==> config.mk <==
export PLATFORM = sky130hd
export DESIGN_NAME = led_ctrl
export DESIGN_NICKNAME = d
export VERILOG_FILES = /design/src/rtl/led_ctrl_pkg.sv /design/src/rtl/led_ctrl_tick.sv /design/src/rtl/led_ctrl.sv
export SDC_FILE = /design/constraint.sdc
export NUM_CORES = 1
export LEC_CHECK = 0
export CORE_UTILIZATION = 50
export CTS_BUF_LIST = sky130_fd_sc_hd__clkbuf_2
export DETAILED_ROUTE_END_ITERATION = 16
export PLACE_DENSITY = 0.69
export SETUP_SLACK_MARGIN = 0.02
export SYNTH_ARGS = -nofsm -noshare
export SYNTH_HDL_FRONTEND = slang
export SYNTH_SLANG_ARGS = --single-unit
export TNS_END_PERCENT = 10
==> constraint.sdc <==
create_clock -name CLOCK_50 -period 2.81 [get_ports CLOCK_50]
set_input_delay 0.562 -clock CLOCK_50 [delete_from_list [all_inputs] [get_ports CLOCK_50]]
set_output_delay 0.562 -clock CLOCK_50 [all_outputs]
set_load 0.02 [all_outputs]
==> src/rtl/led_ctrl_pkg.sv <==
// Shared types and helpers for the board LED controller.
// Holds the ownership state encoding and the heartbeat step rules.
package led_ctrl_pkg;

   typedef enum logic [1:0] {
      IDLE = 2'd0,
      CPU  = 2'd1,
      DBG  = 2'd2
   } state_t;

   localparam logic HB_BLINK = 1'b0;
   localparam logic HB_CHASE = 1'b1;

   function automatic logic onehot8(input logic [7:0] v);
      return (v != 8'h00) && ((v & (v - 8'h01)) == 8'h00);
   endfunction

   // Next heartbeat value; any stale pattern restarts cleanly.
   function automatic logic [7:0] hb_step(
      input logic       mode,
      input logic [7:0] hb
   );
      logic [7:0] nxt;
      nxt = 8'h00;
      if (mode == HB_CHASE) begin
         if (onehot8(hb)) nxt = {hb[6:0], hb[7]};
         else             nxt = 8'h01;
      end else begin
         if (hb != 8'h00) nxt = 8'h00;
         else             nxt = 8'hFF;
      end
      return nxt;
   endfunction

endpackage

==> src/rtl/led_ctrl_tick.sv <==
// Prescaler: one-cycle tick every TICK_DIV clocks.
// Free-running; only reset restarts the phase.
module led_tick_gen #(
   parameter int unsigned TICK_DIV = 25000000
) (
   input  logic CLOCK_50,
   input  logic reset,
   output logic tick
);

   localparam int unsigned CW = (TICK_DIV > 1) ? $clog2(TICK_DIV) : 1;
   localparam logic [CW-1:0] LAST = CW'(TICK_DIV - 1);

   logic [CW-1:0] cnt;

   assign tick = (cnt == LAST);

   always_ff @(posedge CLOCK_50) begin
      if (reset || tick) cnt <= '0;
      else               cnt <= cnt + CW'(1);
   end

endmodule

==> src/rtl/led_ctrl.sv <==
// Arbitrates the green LEDs between CPU and debug port,
// with a heartbeat when idle and revocation of silent owners.
module led_ctrl
   import led_ctrl_pkg::*;
#(
   parameter int unsigned TICK_DIV      = 25000000,
   parameter int unsigned TIMEOUT_TICKS = 8
) (
   input  logic       CLOCK_50,
   input  logic       reset,
   input  logic       hb_mode,
   input  logic       cpu_req,
   input  logic       cpu_we,
   input  logic [7:0] cpu_data,
   output logic       cpu_gnt,
   input  logic       dbg_req,
   input  logic       dbg_we,
   input  logic [7:0] dbg_data,
   output logic       dbg_gnt,
   output logic       timeout,
   output logic [7:0] LEDG
);

   localparam logic [7:0] TO_LAST = 8'(TIMEOUT_TICKS - 1);

   state_t     state;
   logic       tick;
   logic [7:0] hb;
   logic [7:0] latch;
   logic [7:0] tcnt;
   logic       lock_cpu;
   logic       lock_dbg;

   logic       own_req;
   logic       own_we;
   logic [7:0] own_data;

   led_tick_gen #(
      .TICK_DIV(TICK_DIV)
   ) u_tick (
      .CLOCK_50(CLOCK_50),
      .reset   (reset),
      .tick    (tick)
   );

   always_comb begin
      own_req  = 1'b0;
      own_we   = 1'b0;
      own_data = 8'h00;
      unique case (state)
         CPU: begin
            own_req  = cpu_req;
            own_we   = cpu_req & cpu_we;
            own_data = cpu_data;
         end
         DBG: begin
            own_req  = dbg_req;
            own_we   = dbg_req & dbg_we;
            own_data = dbg_data;
         end
         default: ;
      endcase
   end

   always_ff @(posedge CLOCK_50) begin
      if (reset) begin
         state    <= IDLE;
         cpu_gnt  <= 1'b0;
         dbg_gnt  <= 1'b0;
         timeout  <= 1'b0;
         LEDG     <= 8'h00;
         hb       <= 8'h00;
         latch    <= 8'h00;
         tcnt     <= 8'h00;
         lock_cpu <= 1'b0;
         lock_dbg <= 1'b0;
      end else begin
         timeout <= 1'b0;
         LEDG    <= (state == IDLE) ? hb : latch;
         if (tick) hb <= hb_step(hb_mode, hb);
         if (!cpu_req) lock_cpu <= 1'b0;
         if (!dbg_req) lock_dbg <= 1'b0;

         unique case (state)
            IDLE: begin
               if (cpu_req && !lock_cpu) begin
                  state   <= CPU;
                  cpu_gnt <= 1'b1;
                  latch   <= 8'h00;
                  tcnt    <= 8'h00;
               end else if (dbg_req && !lock_dbg) begin
                  state   <= DBG;
                  dbg_gnt <= 1'b1;
                  latch   <= 8'h00;
                  tcnt    <= 8'h00;
               end
            end
            CPU, DBG: begin
               if (!own_req) begin
                  state   <= IDLE;
                  cpu_gnt <= 1'b0;
                  dbg_gnt <= 1'b0;
               end else if (own_we) begin
                  latch <= own_data;
                  tcnt  <= 8'h00;
               end else if (tick) begin
                  // Terminal tick with no write: revoke and lock out.
                  if (tcnt == TO_LAST) begin
                     state   <= IDLE;
                     cpu_gnt <= 1'b0;
                     dbg_gnt <= 1'b0;
                     timeout <= 1'b1;
                     if (state == CPU) lock_cpu <= 1'b1;
                     else              lock_dbg <= 1'b1;
                  end else begin
                     tcnt <= tcnt + 8'h01;
                  end
               end
            end
            default: begin
               state   <= IDLE;
               cpu_gnt <= 1'b0;
               dbg_gnt <= 1'b0;
            end
         endcase
      end
   end

endmodule

======== After elaboration in Yosys (flattened, before gate mapping) ========
Cells that the tools add are included.
word-level totals
  register bits after elaboration ......... 64
  input port bits ......................... 23
  word-level logic and storage cells ...... 100
  output and inout port bits .............. 11
operators by class
  eq/ne operators ......................... 15
  bitwise gates (word level) .............. 6
  mux-type cells .......................... 48
  $add $sub $neg .......................... 3
  reduce and logical (&&, ||, !) cells .... 17
operators with widths
  cell                   number
  $mux 8                 12
  $pmux 8 s2             3
  $add 25x1->25 const B  1
  $eq 25x25->1 const B   1
  $mux 1                 22
  $mux 2                 6
  $reduce_and 4->1       3
  $reduce_and 5->1       2
  $ne 3x3->1 const B     3
  $add 8x1->8 const B    1
  $and 8x8->8            1
  $eq 8x3->1 const B     1
  $logic_not 8->1        1
  $pmux 1 s2             4
  $reduce_bool 8->1      1
  $sub 8x1->8 const B    1
  $ne 2x2->1 const B     3
  $ne 3x2->1 const B     2
  $reduce_or 5->1        1
  $ne 2x1->1 const B     2
  $pmux 2 s2             1
  $logic_and 1x1->1      3
  $ne 3x1->1 const B     1
  $not 1->1              3
  8 further kinds        10

======== Longest topological paths before layout ========
Gate-level depths: netlist of run 1.
  depth after elaboration ................. 7
  depth in mapped cells ................... 9
  mapped depth without buffers ............ 7

======== Hierarchy ========
A second synthesis of run 1 with hierarchy kept.
second synthesis, totals
  cells, all modules ...................... 354
  area, all modules ....................... 3159.3 um2
modules (own cells, without submodules)
  module        area an instance (um2)  times used  cells an instance  seq. area each (um2)
  led_ctrl      1924.3                  1           212                780.7
  led_tick_gen  1234.9                  1           142                500.5

======== Least setup slack after synthesis of run 1 ========
Ideal clock, no wire load.
  path type ............................... reg2reg
  from .................................... register state[0]
  to ...................................... register latch[6]
  required time ........................... 2682 ps
  setup time .............................. 128 ps
  path buffers ............................ 2
  cell stages (with the launch flop) ...... 10
  clock period less this slack ............ 2056 ps
  path slack .............................. 754 ps
  arrival time ............................ 1928 ps
  cell sequence ........................... dfxtp_1 inv_1 ha_1 clkbuf_1 inv_1 a211oi_1 o21a_1 clkbuf_1 mux2i_1 nor2_1
between the ends
  cells in the longest elaborated chain, start to end .. 5
  elaborated cells between the ends (all ways) .. 15
  those cells by class .................... eq/ne (5); mux (6); reduce/logical (4)
RTL lines
  item                                      line                            RTL
  from (decl)                               led_ctrl.sv:26                  state_t state;
  from (signal assigned)                    led_ctrl.sv:67                  state <= IDLE;
  from (signal assigned)                    led_ctrl.sv:87                  state <= CPU;
  from (signal assigned)                    led_ctrl.sv:92                  state <= DBG;
  $eq 2x2->1 or $eq 2x1->1 (tied branches)  led_ctrl.sv:50, led_ctrl.sv:84
  $pmux 8 s2                                led_ctrl.sv:50                  unique case (state)
  $mux 8                                    led_ctrl.sv:103                 end else if (own_we) begin
  $mux 8                                    led_ctrl.sv:99                  if (!own_req) begin
  $pmux 8 s2                                led_ctrl.sv:84                  unique case (state)
  to (signal assigned)                      led_ctrl.sv:104                 latch <= own_data;
  to (decl)                                 led_ctrl.sv:29                  logic [7:0] latch;
Several ways; a longest one is shown, not always the timed one. The select of a mux whose other input is x is not followed.
A chain may end at the register's enable or synchronous reset.

======== Worst setup path after layout of run 1 ========
  from .................................... register state[0]
  to ...................................... register tcnt[7]
between the ends
  cells in the longest elaborated chain, start to end .. 5
  elaborated cells between the ends (all ways) .. 15
  those cells by class .................... eq/ne (6); mux (5); reduce/logical (4)
RTL lines
  item                                      line                            RTL
  $eq 2x2->1 or $eq 2x1->1 (tied branches)  led_ctrl.sv:50, led_ctrl.sv:84
  $pmux 1 s2                                led_ctrl.sv:50
  $mux 8                                    led_ctrl.sv:103
  $mux 8                                    led_ctrl.sv:99
  $pmux 8 s2                                led_ctrl.sv:84
  to (signal assigned)                      led_ctrl.sv:116                 tcnt <= tcnt + 8'h01;
  to (decl)                                 led_ctrl.sv:30                  logic [7:0] tcnt;
Several ways; a longest one is shown, not always the timed one. The select of a mux whose other input is x is not followed.

==> results.tsv, run 1 <==
stage	metric	value	unit
detailed_routing	final WL	7080	um
critical_path	CP max-delay cell	ha_1	
global_route	global route total overflow	0	
clock_tree	H-Tree Level Count	3	
floorplan	Ports	34	
synth	syn nets	404	
job	Max Cap Viol	0	
floorplan	die width	81.8	um
synth	Synth Register Bits	64	
synth	ys flop type	dfxtp_1	
finish	# diodes	0	
sta	Slew headroom	0.548	
synth	synth warn	0	
finish	non-filler instance count after layout	485	
global_route	largest net degree at the start of global routing	25	
floorplan	Die Y	81.8	um
place	dpl hpwl	5100	um
floorplan	Core Box Area	6030	um2
detailed_routing	DR vias	2750	
synth	Post-synth EDFFs	0	
min_path	Hold Path Class	flip-flop to flip-flop	
global_route	total global-route track usage	0.232	
synth	post-synthesis cell area	3180	um2
detailed_routing	vias per cell	5.67	
sta	final hold viol count	0	
sta	Setup TNS	0	ns
detailed_routing	# DRC	0	
clock_tree	total clock sinks	64	
synth	syn avg cell area	8.47	um2
synth	post-synthesis async set-or-reset flop share	0	
clock_tree	CTS tree	done	
place	Placer Congestion	0.836	
finish	nets@finish	434	
global_route	first-pass GRT wire length	11800	um
floorplan	Rows	28	
sta	skew final	0.0303	ns
outcome	status	finished, final reports clean	
critical_path	CP cell instances	inv_1, ha_1, nand3_1, o21ai_1, o311ai_0, o21ai_0	
sta	worst-margin pin slew	0.679	ns
synth	gate count of the mapped netlist	376	
detailed_routing	Detail Route Antenna Nets	0	
sta	Highest Clock Rate	414	MHz
sta	setup violators final	0	
clock_tree	Worst-path clk slew	0.18	ns
global_route	antenna violations before repair	0	
critical_path	CP Class	flip-flop to flip-flop	
power	maximum vdd drop	0.000347	V
place	port bufs	33	
critical_path	Worst Path Required	3.24	ns
power	Leakage	0.00137	uW
critical_path	slowest cell delay on critical path	0.60	ns
floorplan	die area	6690	um2
finish	layout cells sized above 1	0.0659	
power	P per Cell Area	439	nW/um2
critical_path	critical path startpoint category	flip-flop	
synth	sequential fraction of the synthesis area	0.402	
finish	Finished Core Util	0.603	
clock_tree	setup bufs post-CTS	0	
synth	Synth top area share	0.402	
min_path	cell count of the worst hold path	2	
clock_tree	post-CTS sizing	0	
sta	min Tclk post-route	2.41	ns
clock_tree	clock latency on the worst-skew pair	0.51	ns
critical_path	Critical Path AT	2.84	ns
sta	RSZ-0062 raised after global routing	no	
synth	Synth cell types	53	
global_route	vias in the first global route	2509	
critical_path	worst-path maximum fanout	14	
sta	Final Cycle Share	0.859	
detailed_routing	Routed WL per cell	14.6	um
detailed_routing	Iter 0 DRT Violations	138	
synth	largest cells by area after synthesis	dfxtp_1, nor2_1, nand3_1, mux2i_1, a21oi_1	
detailed_routing	Pre-antenna DRT Iters	4	
critical_path	crit end category	flip-flop	
floorplan	Starting Density	0.528	
clock_tree	CTS Buffer Depth	2	
place	placed insts	470	
finish	Area Overhead vs Synth	14.2	%
synth	post-synth top area cell	dfxtp_1	
clock_tree	Hold Buf Count CTS	0	
critical_path	Worst R2R Path Depth	6	
clock_tree	total CTS buffers	9	
sta	Slew Viols, Final	0	
clock_tree	CTS Root Cell	clkbuf_2	
## registers in the layout (all words and copies together) (netlist names)
register,count
u_tick.cnt,25
hb,8
latch,8
timeout,1
lock_dbg,1
LEDG,8
state,2
lock_cpu,1
cpu_gnt,1
dbg_gnt,1
tcnt,8
## power breakdown
part / internal [uW] / switching, uW
sequential: 922 / 10.5
combinational: 98.8 / 132
clock: 106 / 326
total: 1130 / 469
## cell usage after synthesis, types with 12 or more instances
master / count
dfxtp_1: 64
nor2_1: 43
nand3_1: 29
a21oi_1: 24
nand2_1: 23
inv_1: 16
nand4_1: 16
mux2i_1: 13
o21ai_0: 13
clkbuf_1: 12
xnor2_1: 12
xor2_1: 12
## through the flow
stage                     setup slack [ns]  total power, uW  instance area [um2]  hold WS (ns)
after floorplan                      0.754             1100                 3180         0.434
after global placement               0.368             1180                 3560         0.443
after detailed placement             0.294             1180                 3560         0.446
after CTS                            0.378             1610                 3640         0.467
after global routing                 0.154             1670                 3640         0.485
final                                0.397             1600                 3640         0.466
## cell usage in the layout, fill, tap and decap left out, types with 10 or more instances in the layout
master / n
a21oi_1: 24
and3_1: 11
clkbuf_2: 10
clkdlybuf4s50_1: 33
dfxtp_1: 64
inv_1: 16
mux2i_1: 13
nand2_1: 23
nand3_1: 29
nand4_1: 16
nor2_1: 43
o21ai_0: 13
xnor2_1: 12
xor2_1: 12
## metal layers
metal	part of all wire	up-vias	global-route usage	wire length, um
met5	0	-	0	0
met4	0.0086	0	0.0754	61
met3	0.041	7	0.0633	288
met2	0.45	49	0.342	3150
met1	0.51	1285	0.325	3580
li1	-	1409	-	-
## final cells by class
| cell class | count | area [um2] |
|---|---|---|
| fill | 581 | 2390 |
| multi-input combinational | 280 | 1780 |
| sequential | 64 | 1280 |
| timing repair buffer | 35 | 345 |
| tap | 75 | 93.8 |
| inverter | 16 | 60.1 |
| clock buffer | 10 | 50.0 |
| clock inverter | 5 | 25.0 |
## critical path: cells and delay by family (launching register included)
family	cells	cell delay, ns
compound gates	3	0.90
flops	1	0.37
fa+ha+maj	1	0.60
simple gates	1	0.38
buf+inv	1	0.08
## final timing paths
path,to,slack (ns),start
max,tcnt[7],0.40,state[0]
min,latch[5],0.47,latch[5]
max reg2reg,tcnt[7],0.40,state[0]
min reg2reg,latch[5],0.47,latch[5]
## cell families (layout without fill, tap and decap cells)
group           Yosys count  after routing  synth area share
xor+xnor                 24             24            0.0660
buf+inv                  32             66            0.0385
flops                    64             64             0.402
fa+ha+maj                 6              6            0.0228
compound gates           69             69             0.142
simple gates            168            168             0.287
mux                      13             13            0.0409
No activity file was read; power rests on OpenSTA's default activity.
==> run 2, diff against run 1 <==
Settings changed: GPL_ROUTABILITY_DRIVEN from default to 1.
==> results of run 2 <==
No change in the layout: final DEF, timing and power equal those of run 1.
==> run 3, diff against run 2 <==
Settings changed: SYNTH_HIERARCHICAL from default to 1.
==> results.tsv, run 3 <==
stage	metric	value	unit
place	port bufs	33	
sta	Final WS setup	0.208	ns
floorplan	die area	6640	um2
synth	post-synth top area cell	dfxtp_1	
sta	Slew headroom	0.383	
floorplan	Ports	34	
sta	Highest Clock Rate	384	MHz
clock_tree	CTS Root Cell	clkbuf_2	
min_path	Hold Path Class	flip-flop to flip-flop	
outcome	status	finished, final reports clean	
place	Placer Congestion	0.906	
power	Leakage	0.00123	uW
power	switching share of total power	0.284	
synth	post-synthesis cell area	3160	um2
clock_tree	post-CTS sizing	0	
synth	synth warn	6	
sta	RSZ-0062 raised after global routing	no	
detailed_routing	Pre-antenna DRT Iters	4	
power	Comb power frac	0.139	
finish	number of flip-flops in the largest register	25	
synth	largest cells by area after synthesis	dfxtp_1, nor2_1, a21oi_1, nand2_1, xor2_1	
sta	min Tclk post-route	2.60	ns
sta	skew final	0.0409	ns
floorplan	Starting Density	0.527	
global_route	antenna violations before repair	0	
floorplan	die width	81.5	um
global_route	vias in the first global route	2478	
power	maximum vdd drop	0.000305	V
power	P per Cell Area	435	nW/um2
sta	Final Cycle Share	0.926	
clock_tree	clock latency on the worst-skew pair	0.49	ns
sta	Setup TNS	0	ns
detailed_routing	DR vias	2715	
critical_path	worst-path maximum fanout	12	
finish	FILL cells	550	
clock_tree	CTS Buffer Depth	2	
clock_tree	H-Tree Level Count	3	
synth	post-synthesis async set-or-reset flop share	0	
sta	Slew Viols, Final	0	
finish	Area Overhead vs Synth	13.7	%
clock_tree	Hold Buf Count CTS	0	
critical_path	Worst Path Required	3.25	ns
clock_tree	CTS tree	done	
critical_path	CP Class	flip-flop to flip-flop	
power	Reg power frac	0.595	
floorplan	Core Box Area	5990	um2
global_route	first-pass GRT wire length	11300	um
place	dpl ws	0.126	ns
power	Internal	1120	uW
finish	commonest non-fill, non-tap cell in the layout	dfxtp_1	
finish	layout cells sized above 1	0.123	
finish	nets@finish	413	
global_route	global route total overflow	0	
detailed_routing	# DRC	0	
detailed_routing	vias per cell	5.85	
floorplan	Die Y	81.5	um
finish	Post-Layout Inst Area	3590	um2
sta	setup violators final	0	
clock_tree	total clock sinks	64	
critical_path	critical path startpoint category	flip-flop	
synth	sequential fraction of the synthesis area	0.406	
finish	Reg with most FFs	u_tick/cnt	
critical_path	crit end category	flip-flop	
synth	Synth top area share	0.406	
synth	Synth cell types	65	
synth	gate count of the mapped netlist	354	
power	P_sw	444	uW
detailed_routing	final WL	6790	um
synth	Post-synth EDFFs	0	
detailed_routing	Iter 0 DRT Violations	118	
synth	Commonest cells post-synth	dfxtp_1, nor2_1, nand2_1, a21oi_1, nand3_1	
global_route	largest net degree at the start of global routing	24	
job	Max Cap Viol	0	
finish	# diodes	0	
power	Clock power frac	0.266	
global_route	total global-route track usage	0.225	
synth	ys flop type	dfxtp_1	
clock_tree	total CTS buffers	9	
synth	Synth Register Bits	64	
clock_tree	Worst-path clk slew	0.19	ns
sta	final hold viol count	0	
synth	syn avg cell area	8.92	um2
critical_path	Critical Path AT	3.04	ns
place	Placement Cell Area	3500	um2
floorplan	Rows	28	
sta	worst-margin pin slew	0.925	ns
place	dpl hpwl	4940	um
synth	count leader, synth	dfxtp_1	
detailed_routing	Detail Route Antenna Nets	0	
clock_tree	setup bufs post-CTS	0	
synth	syn nets	382	
finish	most frequent cells in the layout	dfxtp_1, nor2_1, clkdlybuf4s50_1, nand2_1, a21oi_1	
detailed_routing	Routed WL per cell	14.6	um
==> run 3: final cells by class <==
class	count	area, um2	share of cell area
clock inverter	5	25.0	0.00696
clock buffer	10	50.0	0.0139
sequential	64	1280	0.357
inverter	9	33.8	0.00940
timing repair buffer	39	375	0.104
multi-input combinational	262	1730	0.483
tap	75	93.8	0.0261
==> run 3: routing by layer <==
metal / wire [um] / global-route usage / vias up / part of all wire
met1: 3320 / 0.299 / 1302 / 0.49
li1: - / - / 1363 / -
met3: 297 / 0.0678 / 2 / 0.044
met5: 0 / 0 / - / 0
met2: 3140 / 0.343 / 48 / 0.46
met4: 26 / 0.0786 / 0 / 0.0038
==> run 3: power by group through the flow <==
| stage | Clock (uW) | Combinational [uW] | Sequential, uW |
|---|---|---|---|
| 2_1_floorplan | 0 | 149 | 951 |
| 3_3_place_gp | 0 | 207 | 949 |
| 3_5_place_dp | 0 | 210 | 949 |
| 4_1_cts | 435 | 210 | 930 |
| 5_1_grt | 470 | 239 | 932 |
| 6_report | 416 | 217 | 930 |
==> run 3: cell families after synthesis <==
group           after synthesis  synth area share
compound gates               83             0.185
fa+ha+maj                     6            0.0230
xor+xnor                     15            0.0416
mux                           8            0.0253
flops                        64             0.406
simple gates                150             0.265
buf+inv                      28            0.0543
==> run 3: path summary, 6_finish.rpt <==
path	from	end	slack (ns)	cells after the start
worst max-delay path	u_tick/cnt[6]	tcnt[4]	0.21	7
worst min-delay path	latch[2]	latch[2]	0.46	2
worst max register to register	u_tick/cnt[6]	tcnt[4]	0.21	7
worst min register to register	latch[2]	latch[2]	0.46	2
==> run 3: per-stage QoR <==
step	power [uW]	instances	util	hold WS, ns
3_5_place_dp	1160	449	0.584	0.441
3_3_place_gp	1160	449	0.584	0.436
2_1_floorplan	1100	354	-	0.429
4_1_cts	1580	464	0.596	0.460
5_1_grt	1640	464	0.600	0.484
6_report	1560	464	0.600	0.458
==> run 3: worst max-delay path, stage by stage (launching register included) <==
cell,delay (ns)
dfxtp_1,0.38
or4_1,0.52
or4_4,0.57
nor3_4,0.24
o41a_1,0.22
o211ai_4,0.14
or3_1,0.38
a21oi_1,0.14
